### src/rtl/mem_bus_arbiter.sv
// mem_bus_arbiter: shares one block-wide main memory between icache refill and dcache refill/write-back.
// Latency: strobe one cycle after an IDLE-edge grant, completion after memory latency, then one IDLE cycle.
// Backpressure: requesters stall on busywait until their completion cycle; dcache wins unless its streak is at MAX_DSTREAK.
module mem_bus_arbiter #(
    parameter int ADDR_W      = 28,
    parameter int DATA_W      = 128,
    parameter int MAX_DSTREAK = 4
) (
    input  logic              clk,
    input  logic              reset,
    input  logic              i_read,
    input  logic [ADDR_W-1:0] i_address,
    output logic [DATA_W-1:0] i_readdata,
    output logic              i_busywait,
    input  logic              d_read,
    input  logic              d_write,
    input  logic [ADDR_W-1:0] d_address,
    input  logic [DATA_W-1:0] d_writedata,
    output logic [DATA_W-1:0] d_readdata,
    output logic              d_busywait,
    output logic              mem_read,
    output logic              mem_write,
    output logic [ADDR_W-1:0] mem_address,
    output logic [DATA_W-1:0] mem_writedata,
    input  logic [DATA_W-1:0] mem_readdata,
    input  logic              mem_busywait
);

    typedef enum logic [1:0] {
        IDLE    = 2'd0,
        GRANT_D = 2'd1,
        GRANT_I = 2'd2
    } state_t;

    localparam logic [3:0] MAX_S = 4'(MAX_DSTREAK);

    state_t     r_state;
    state_t     w_state_nxt;
    logic       r_seen_busy;
    logic [3:0] r_d_streak;
    logic [3:0] w_streak_inc;
    logic       w_i_req;
    logic       w_d_req;
    logic       w_done;
    logic       w_grant_d;
    logic       w_grant_i;

    assign w_i_req = i_read;
    assign w_d_req = d_read | d_write;

    // Completion only counts once memory has shown it accepted the strobe,
    // otherwise the idle busywait in the first grant cycle would look like "done".
    assign w_done = (r_state != IDLE) & r_seen_busy & ~mem_busywait;

    assign w_streak_inc = (r_d_streak == 4'hF) ? r_d_streak : r_d_streak + 4'd1;

    assign i_busywait = w_i_req & ~(w_done & (r_state == GRANT_I));
    assign d_busywait = w_d_req & ~(w_done & (r_state == GRANT_D));
    assign i_readdata = mem_readdata;
    assign d_readdata = mem_readdata;

    // Next-state: arbitrate only from IDLE, leave a grant only on completion
    always_comb begin
        w_state_nxt = r_state;
        w_grant_d   = 1'b0;
        w_grant_i   = 1'b0;
        case (r_state)
            IDLE: begin
                if (w_d_req && !(w_i_req && (r_d_streak == MAX_S))) begin
                    w_state_nxt = GRANT_D;
                    w_grant_d   = 1'b1;
                end else if (w_i_req) begin
                    w_state_nxt = GRANT_I;
                    w_grant_i   = 1'b1;
                end
            end
            GRANT_D, GRANT_I: begin
                if (w_done) begin
                    w_state_nxt = IDLE;
                end
            end
            default: w_state_nxt = IDLE;
        endcase
    end

    // State register
    always_ff @(posedge clk or negedge reset) begin
        if (!reset) begin
            r_state <= IDLE;
        end else begin
            r_state <= w_state_nxt;
        end
    end

    // Grant-edge latching of the memory command and streak bookkeeping
    always_ff @(posedge clk or negedge reset) begin
        if (!reset) begin
            mem_read      <= 1'b0;
            mem_write     <= 1'b0;
            mem_address   <= '0;
            mem_writedata <= '0;
            r_d_streak    <= 4'd0;
        end else if (w_grant_d) begin
            // Read and write together is a write-back
            mem_address <= d_address;
            mem_write   <= d_write;
            mem_read    <= ~d_write;
            if (d_write) begin
                mem_writedata <= d_writedata;
            end
            r_d_streak <= w_i_req ? w_streak_inc : 4'd0;
        end else if (w_grant_i) begin
            mem_address <= i_address;
            mem_read    <= 1'b1;
            mem_write   <= 1'b0;
            r_d_streak  <= 4'd0;
        end else if (w_done) begin
            mem_read  <= 1'b0;
            mem_write <= 1'b0;
        end
    end

    // Remember that memory went busy for the current grant
    always_ff @(posedge clk or negedge reset) begin
        if (!reset) begin
            r_seen_busy <= 1'b0;
        end else if (w_done) begin
            r_seen_busy <= 1'b0;
        end else if ((r_state != IDLE) && mem_busywait) begin
            r_seen_busy <= 1'b1;
        end
    end

endmodule

### config.mk
export PLATFORM = sky130hd
export DESIGN_NAME = mem_bus_arbiter
export DESIGN_NICKNAME = d
export VERILOG_FILES = /design/src/rtl/mem_bus_arbiter.sv
export SDC_FILE = /design/constraint.sdc
export NUM_CORES = 1
export LEC_CHECK = 0
export CAP_MARGIN = 20
export CORE_AREA = 3 3 284 286
export DETAILED_ROUTE_END_ITERATION = 8
export DIE_AREA = 0 0 287 289
export PLACE_DENSITY = 0.42
export SETUP_SLACK_MARGIN = 0.05
export SLEW_MARGIN = 40
export SYNTH_ARGS = -nofsm -noshare
export SYNTH_HDL_FRONTEND = slang
export SYNTH_SLANG_ARGS = --single-unit
### constraint.sdc
create_clock -name clk -period 2 [get_ports clk]
set_input_delay 0.3 -clock clk [delete_from_list [all_inputs] [get_ports clk]]
set_output_delay 0.3 -clock clk [all_outputs]
set_load 0.02 [all_outputs]
-- Yosys cells after proc, flatten, opt, wreduce, memory -nomap -nowiden
Index checks and enable logic that the tools add are counted.
- add/sub/neg operators: 1
- equality and inequality tests: 7
- mux-type cells: 22
- bitwise logic cells: 11
- reductions and logical operators: 13
- operator list (cell ; number):
    28-bit 2-to-1 mux ; 2
    4-bit 2-to-1 mux ; 4
    1-bit 2-to-1 mux ; 12
    1-bit AND ; 6
    2-bit 2-to-1 mux ; 3
    3-bit inequality test, second input constant ; 2
    2-bit AND reduction ; 3
    2-bit nonzero test ; 3
    4-bit by 1-bit adder with 4-bit output, second input constant ; 1
    4-bit by 3-bit == test with 1-bit output, second input constant ; 1
    4-bit == test, second input constant ; 1
    1-bit NOT ; 4
    2-bit one-hot mux with 2 select lines ; 1
    1-bit logical AND ; 3
    3-bit nonzero test ; 1
    2-bit by 1-bit == test with 1-bit output, second input constant ; 1
    2-bit == test, second input constant ; 1
    2-bit zero test ; 1
    2-bit inequality test, second input constant ; 1
    2-bit OR reduction ; 1
    1-bit zero test ; 1
    1-bit OR ; 1
- register bits after elaboration: 165
- word-level logic and storage cells: 61

-- Longest topological paths before layout
Gate-level depths: netlist (run 1).
- depth in word-level cells: 8
- depth in mapped cells: 8
- gate-level depth less buffers: 5

-- Least setup slack after synthesis (run 1)
No wires, ideal clock.
- path kind: reg-to-reg
- start point: register r_state[0]
- end point: register mem_writedata[0]
- arrival: 1.625 ns
- setup slack: 0.250 ns
- cell stages (with the launch flop): 9
- period minus slack after synthesis: 1.750 ns
- path through: dfrtp_1 inv_1 ha_1 buf_2 nand2_1 nor2_4 buf_12 buf_12 mux2_4
- longest elaborated chain between the ends: 3
- ends and longest elaborated chain (element ; RTL line ; RTL):
    start: declaration ; 37 ; state_t r_state;
    start signal: assignment ; 91 ; r_state <= w_state_nxt;
    2-bit zero test ; 67 ; case (r_state)
    1-bit 2-to-1 mux ; 67 ;
    2-bit AND reduction (no line) ; - ;
    end signal: assignment ; 109 ; mem_writedata <= d_writedata;
    end: declaration ; 24 ; output logic [DATA_W-1:0] mem_writedata,
No other way between the ends.
A chain may end at the register's enable or synchronous reset.

-- Worst setup path in the final report (run 1)
- start point: register r_d_streak[0]
- end point: register mem_writedata[39]
- longest elaborated chain between the ends: 7
- ends and longest elaborated chain (element ; RTL line ; RTL):
    start: declaration ; 40 ; logic [3:0] r_d_streak;
    start signal: assignment ; 111 ; r_d_streak <= w_i_req ? w_streak_inc : 4'd0;
    4-bit by 3-bit == test with 1-bit output ; 69 ; if (w_d_req && !(w_i_req && (r_d_streak == MAX_S))) begin
    1-bit logical AND ; 69 ;
    1-bit zero test ; 69 ;
    1-bit logical AND ; 69 ;
    1-bit 2-to-1 mux ; 69 ;
    1-bit 2-to-1 mux ; 67 ;
    2-bit AND reduction (no line) ; - ;
No other way between the ends.

==> flow_summary.json, run 1 <==
{
  "dieArea_um2": 82940,
  "synth-simple-area-share": 0.04633,
  "yosysMostFrequentCell": "buf_4",
  "grt_first_pass_wirelength_mm": 39.68,
  "rr_worst_depth": 7,
  "cts-root-buf": "clkbuf_16",
  "setup_tns_ns": 0,
  "grt_remaining_overflow": 0,
  "crit_path_start_kind": "flip-flop",
  "async_reset_ff_frac": 1.000,
  "h-tree-depth": 4,
  "cp_cell_sequence": "inv_2, ha_2, and4b_4, nor2_4, buf_12, clkbuf_16, mux2_4",
  "drv_slew": 0,
  "wl_mm": 27.53,
  "diodes": 0,
  "r2r-end": "mem_writedata[39]",
  "synth_compound_area_frac": 0.04878,
  "synth-edff-count": 0,
  "cts_tree": "built",
  "synth_xor_area_frac": 0,
  "synthAdderAreaFrac": 0.006813,
  "endpoint": "mem_writedata[39]",
  "synth.area.top_cells": "dfrtp_1, buf_4, mux2_4, mux2_2, nor2_1",
  "use_met2": 0.1000,
  "dr.pass1.iters": 4,
  "drt_iter0_markers": 154,
  "hold_viol": 0,
  "grt-busiest-layer": "met2",
  "critical_path_required_ns": 2.35,
  "rsz0062_at_grt": "true",
  "portBuffers": 349,
  "slowest_delay_ns": 0.39,
  "use_met1": 0.06355,
  "worst-setup-path-type": "flip-flop to flip-flop",
  "cp_top_family": "buffers and inverters",
  "vias_per_cell": 2.922,
  "synthesis.area_um2": 9183,
  "stdcell_count": 1934,
  "synth_top_family_by_area": "buffers and inverters",
  "yosysWarnings": 0,
  "skew_ns": 0.02020,
  "antenna_found_initial": 0,
  "critPathMaxFanout": 14,
  "crit_slowest_cell": "dfrtp_1",
  "io_pins": 734,
  "fmax_mhz": 522.3,
  "syn_to_final_growth_pct": 41.67,
  "synth_mux_area_frac": 0.2003,
  "cts_inserted_buffers": 17,
  "crit_cells": 7,
  "core_um2": 78610,
  "ir_drop_uv": 644.1,
  "synth_area_per_cell_um2": 12.39,
  "core.rowCount": 103,
  "drive_gt1_frac": 0.2647,
  "netlist_top_cells_count": "buf_4, dfrtp_1, mux2_4",
  "crit_start": "r_d_streak[0]",
  "crit_buf_inv": 3,
  "postSynthCellCount": 741,
  "dp_hpwl_mm": 20.12,
  "max_cap_viol_count": 0,
  "drc": 0,
  "yosysTopAreaCell": "dfrtp_1",
  "die_w_um": 287,
  "cts.sinks": 165,
  "synth_seq_area_share": 0.4497,
  "clk_latency_ns": 0.48,
  "worst_setup_path_end_kind": "flip-flop",
  "worstPathArrival_ns": 2.27,
  "gp_congestion": 0.7174,
  "ff2ff_setup_slack_ns": 0.09,
  "min_period_ns": 1.915,
  "cts.clk_slew.worst_paths_ns": 0.07,
  "total_leakage_power_nw": 5.185,
  "grt_use_total": 0.06528,
  "period_share": 0.9573,
  "yosysUniqueCellTypes": 35,
  "setup_violations": 0,
  "die_h_um": 289,
  "synth.top_cell.area_share": 0.4497,
  "avgRoutedWirePerCell_um": 14.23,
  "status": "complete, no violations",
  "dp.cells": 1898,
  "grt_use_met3": 0.04123,
  "grt_pass1_vias": 6112,
  "start_util": 0.1168,
  "power_density_nw_per_um2": 1617,
  "synthesis.nets": 1064,
  "r2r-start": "r_d_streak[0]",
  "grt_max_degree": 57,
  "final_net_count": 1194,
  "tightestPinTransition_ns": 0.5229,
  "ys.flop_type": "dfrtp_1",
  "hold_class": "primary input to async pin",
  "relSlewSlack": 0.6514,
  "vias": 5652,
  "ant_nets": 0,
  "ys_ff_latch": 165,
  "clk_path_buf_depth": 2
}
==> area by class of cell <==
type	count	area, um2
multi-input combinational	284	2848
timing repair buffer	397	4035
tap	1050	1314
clock buffer	19	442.9
clock inverter	13	217.7
sequential	165	4129
fill	8656	65600
inverter	6	22.52
==> worst reg2reg max path: stages, from the launching register on <==
cell and delay, ns:
dfrtp_1 0.39, inv_2 0.06, ha_2 0.19, and4b_4 0.22
nor2_4 0.11, buf_12 0.21, clkbuf_16 0.30, mux2_4 0.31
==> sequential cells by signal (all words and copies together) (netlist names) <==
register	cells
mem_write	1
mem_writedata	128
r_seen_busy	1
r_state	2
mem_address	28
r_d_streak	4
mem_read	1
==> cells by family (layout without fill, tap and decap cells) <==
kind of cell | after synthesis | after routing
DFF | 165 | 165
adders and majority gates | 5 | 5
buffers and inverters | 292 | 435
AOI/OAI and AO/OA | 48 | 48
and+or+nand+nor | 101 | 101
muxes | 130 | 130
==> layer usage <==
| layer | up-vias | wire, um | part of all wire |
|---|---|---|---|
| li1 | 2494 | - | - |
| met3 | 115 | 3457 | 0.13 |
| met5 | - | 0 | 0 |
| met1 | 2692 | 9638 | 0.35 |
| met2 | 351 | 12720 | 0.46 |
| met4 | 0 | 1715 | 0.062 |
==> metrics by stage <==
stage	hold slack, ns	worst slack (ns)	cell area, um2	util	power (mW)
after detailed placement	0.2744	-0.2283	12190	0.1551	17.09
after floorplan	0.004409	0.2497	9183	-	12.87
final	0.3103	0.08534	13010	0.1655	21.03
after global placement	0.2865	-0.2618	12190	0.1551	17.07
after CTS	0.2758	0.02067	12910	0.1642	21.38
after global routing	0.3012	0.004306	13010	0.1655	22.31
==> placed cells by master, fill, tap and decap left out, drive strengths merged, types with 2 or more instances in the layout <==
master         netlist  layout
clkdlybuf4s50        0     345
dfrtp              165     165
mux2               130     130
nor2                88      88
buf                277      49
a221oi              28      28
clkbuf               9      20
inv                  6       9
o21ai                5       5
bufinv               0       5
ha                   5       5
a21oi                3       3
nand2                3       3
clkinv               0       3
nand3b               2       2
nand3                2       2
a22o                 2       2
a32o                 2       2
clkinvlp             0       2
==> worst min-delay path by stage <==
stage / end / slack (ns) / cells past startpoint
2_1_floorplan: mem_address[0] / 0.004 / 0
3_3_place_gp: mem_writedata[24] / 0.29 / 1
3_5_place_dp: mem_writedata[24] / 0.27 / 1
4_1_cts: mem_writedata[24] / 0.28 / 2
5_1_grt: mem_writedata[24] / 0.30 / 2
6_report: mem_writedata[24] / 0.31 / 2
==> where the power goes <==
part / total, mW / internal [mW] / switching, mW
sequential: 6.01 / 5.03 / 0.971
clock: 3.87 / 2.27 / 1.60
combinational: 11.2 / 6.13 / 5.02
==> what timing repair did <==
action	CTS	global route
setup endpoints to repair	93	102
pin swaps	4	0
cloned	0	1
hold buffers	1	0
endpoints found under the hold margin	32	0
buffers inserted	2	1
resized for setup	24	17
Note: power is estimated with default switching activity, not from simulation.
==> run 2: changes to the inputs <==
--- a/config.mk
+++ b/config.mk
@@ -7,10 +7,12 @@
 export LEC_CHECK = 0
 export CAP_MARGIN = 20
 export CORE_AREA = 3 3 284 286
+export CTS_CLUSTER_DIAMETER = 50
 export DETAILED_ROUTE_END_ITERATION = 8
 export DIE_AREA = 0 0 287 289
 export PLACE_DENSITY = 0.42
 export SETUP_SLACK_MARGIN = 0.05
+export SKIP_LAST_GASP = 1
 export SLEW_MARGIN = 40
 export SYNTH_ARGS = -nofsm -noshare
 export SYNTH_HDL_FRONTEND = slang
==> run 2 against run 1 <==
  * Critical path depth unchanged
  * Via count barely moved
  * First-iteration DRC count shrank 5.2%
  * Critical endpoint unchanged
  * Highest routed layer unchanged
  * Register-to-register slack got worse by 0.04 ns
  * Combinational power hardly changed
==> flow_summary.json, run 2 (synthesis gave the netlist of run 1 again) <==
{
  "status": "complete, no violations",
  "grt_use_total": 0.06528,
  "grt_max_degree": 57,
  "worstPathArrival_ns": 2.31,
  "drt_iter0_markers": 146,
  "syn_to_final_growth_pct": 41.15,
  "crit_buf_inv": 3,
  "largest_reg_flops": 128,
  "largest_register": "mem_writedata",
  "core.rowCount": 103,
  "die_w_um": 287,
  "regArea_um2": 4129,
  "h-tree-depth": 4,
  "grt_remaining_overflow": 0,
  "worst_setup_path_end_kind": "flip-flop",
  "multi_input_area_um2": 2815,
  "drive_gt1_frac": 0.2613,
  "min_period_ns": 1.957,
  "io_pins": 734,
  "drv_slew": 0,
  "crit_slowest_cell": "dfrtp_1",
  "drc": 0,
  "start_util": 0.1168,
  "grt_first_pass_wirelength_mm": 39.68,
  "slowest_delay_ns": 0.38,
  "place_area_um2": 12190,
  "setup_violations": 0,
  "swShare": 0.3616,
  "wl_mm": 27.51,
  "hold_viol": 0,
  "worst-setup-path-type": "flip-flop to flip-flop",
  "design_area_um2": 12960,
  "clk_latency_ns": 0.48,
  "cts.sinks": 165,
  "diodes": 0,
  "portBuffers": 349,
  "cts-root-buf": "clkbuf_16",
  "vias_per_cell": 2.925,
  "ant_nets": 0,
  "critical_path_required_ns": 2.35,
  "clk_path_buf_depth": 2,
  "tightestPinTransition_ns": 0.5199,
  "vias": 5657,
  "grt_pass1_vias": 6112,
  "fillers": 8662,
  "cts_tree": "built",
  "dieArea_um2": 82940,
  "netSwitchingPower_mw": 7.570,
  "power_density_nw_per_um2": 1615,
  "cp_top_family": "buffers and inverters",
  "setup_tns_ns": 0,
  "hold_class": "primary input to async pin",
  "crit_path_start_kind": "flip-flop",
  "rsz0062_at_grt": "true",
  "dr.pass1.iters": 4,
  "p_comb_frac": 0.528,
  "ir_drop_uv": 626.0,
  "dp_hpwl_mm": 20.12,
  "reg.largest.list": "mem_writedata x128, mem_address x28, r_d_streak x4",
  "relSlewSlack": 0.6534,
  "power_frac_clock": 0.185,
  "cp_cell_sequence": "inv_1, ha_1, and4b_4, nor2_4, buf_12, clkbuf_16, mux2_4",
  "critPathMaxFanout": 14,
  "power_frac_seq": 0.287,
  "fmax_mhz": 511.1,
  "max_cap_viol_count": 0,
  "avgRoutedWirePerCell_um": 14.23,
  "cts_inserted_buffers": 17,
  "total_leakage_power_nw": 5.155,
  "gp_congestion": 0.7174,
  "final_common_cell": "clkdlybuf4s50_1",
  "final_cell_mix": "clkdlybuf4s50_1, dfrtp_1, mux2_4, nor2_1, buf_4",
  "die_h_um": 289,
  "skew_ns": 0.02082,
  "cts.clk_slew.worst_paths_ns": 0.07,
  "intPower_mw": 13.36,
  "period_share": 0.9783,
  "antenna_found_initial": 0,
  "core_um2": 78610,
  "final_net_count": 1194
}
run 2: per-stage QoR:
| step | hold slack (ns) | total power [mW] | util | std cells | setup WS (ns) |
|---|---|---|---|---|---|
| final | 0.3104 | 20.93 | 0.1649 | 1934 | 0.04344 |
| after global routing | 0.3012 | 22.21 | 0.1649 | 1934 | -0.02207 |
| after CTS | 0.2758 | 21.38 | 0.1642 | 1932 | 0.02067 |
| after detailed placement | 0.2744 | 17.09 | 0.1551 | 1898 | -0.2283 |
| after global placement | 0.2865 | 17.07 | 0.1551 | 1898 | -0.2618 |
| after floorplan | 0.004409 | 12.87 | - | 741 | 0.2497 |
run 2: worst paths after layout:
| kind | start | end | slack, ns | depth (start not counted) |
|---|---|---|---|---|
| min in group clk | d_address[9] | mem_address[9] | 0.41 | 3 |
| max in group asynchronous | reset | mem_writedata[70] | 1.06 | 3 |
| min reg2reg | mem_writedata[46] | mem_writedata[46] | 0.51 | 1 |
| min | reset | mem_writedata[24] | 0.31 | 2 |
| max reg2reg | r_d_streak[0] | mem_writedata[39] | 0.04 | 7 |
| max | r_d_streak[0] | mem_writedata[39] | 0.04 | 7 |
run 2: final cells by class:
cell class / count / area share
flip-flops and latches: 165 / 0.3186
repair buffers: 397 / 0.3102
multi-input cells: 284 / 0.2172
well taps: 1050 / 0.1014
clock buffers: 19 / 0.03417
clock inverters: 13 / 0.01680
inverters: 6 / 0.001738
run 2: power groups by stage:
stage                     registers, mW  clock network (mW)  logic [mW]
after floorplan                    7.96                   0        4.90
after global routing               6.23                4.23        11.7
final                              6.00                3.87        11.1
after CTS                          6.03                4.17        11.2
after global placement             6.05                   0        11.0
after detailed placement           6.05                   0        11.0
run 2: layer usage:
metal	track usage	routed length, um	vias to the layer above
met5	0	0	-
met4	0.04952	1726	0
met3	0.04123	3451	116
met2	0.1000	12700	348
met1	0.06355	9633	2702
li1	-	-	2491
run 2: repair_timing:
item	4_1_cts	5_1_grt
hold buffers	1	0
setup endpoints to repair	93	102
endpoints found under the hold margin	32	0
pin swaps	4	0
gates resized for setup	24	3
buffers inserted	2	1
cloned	0	1
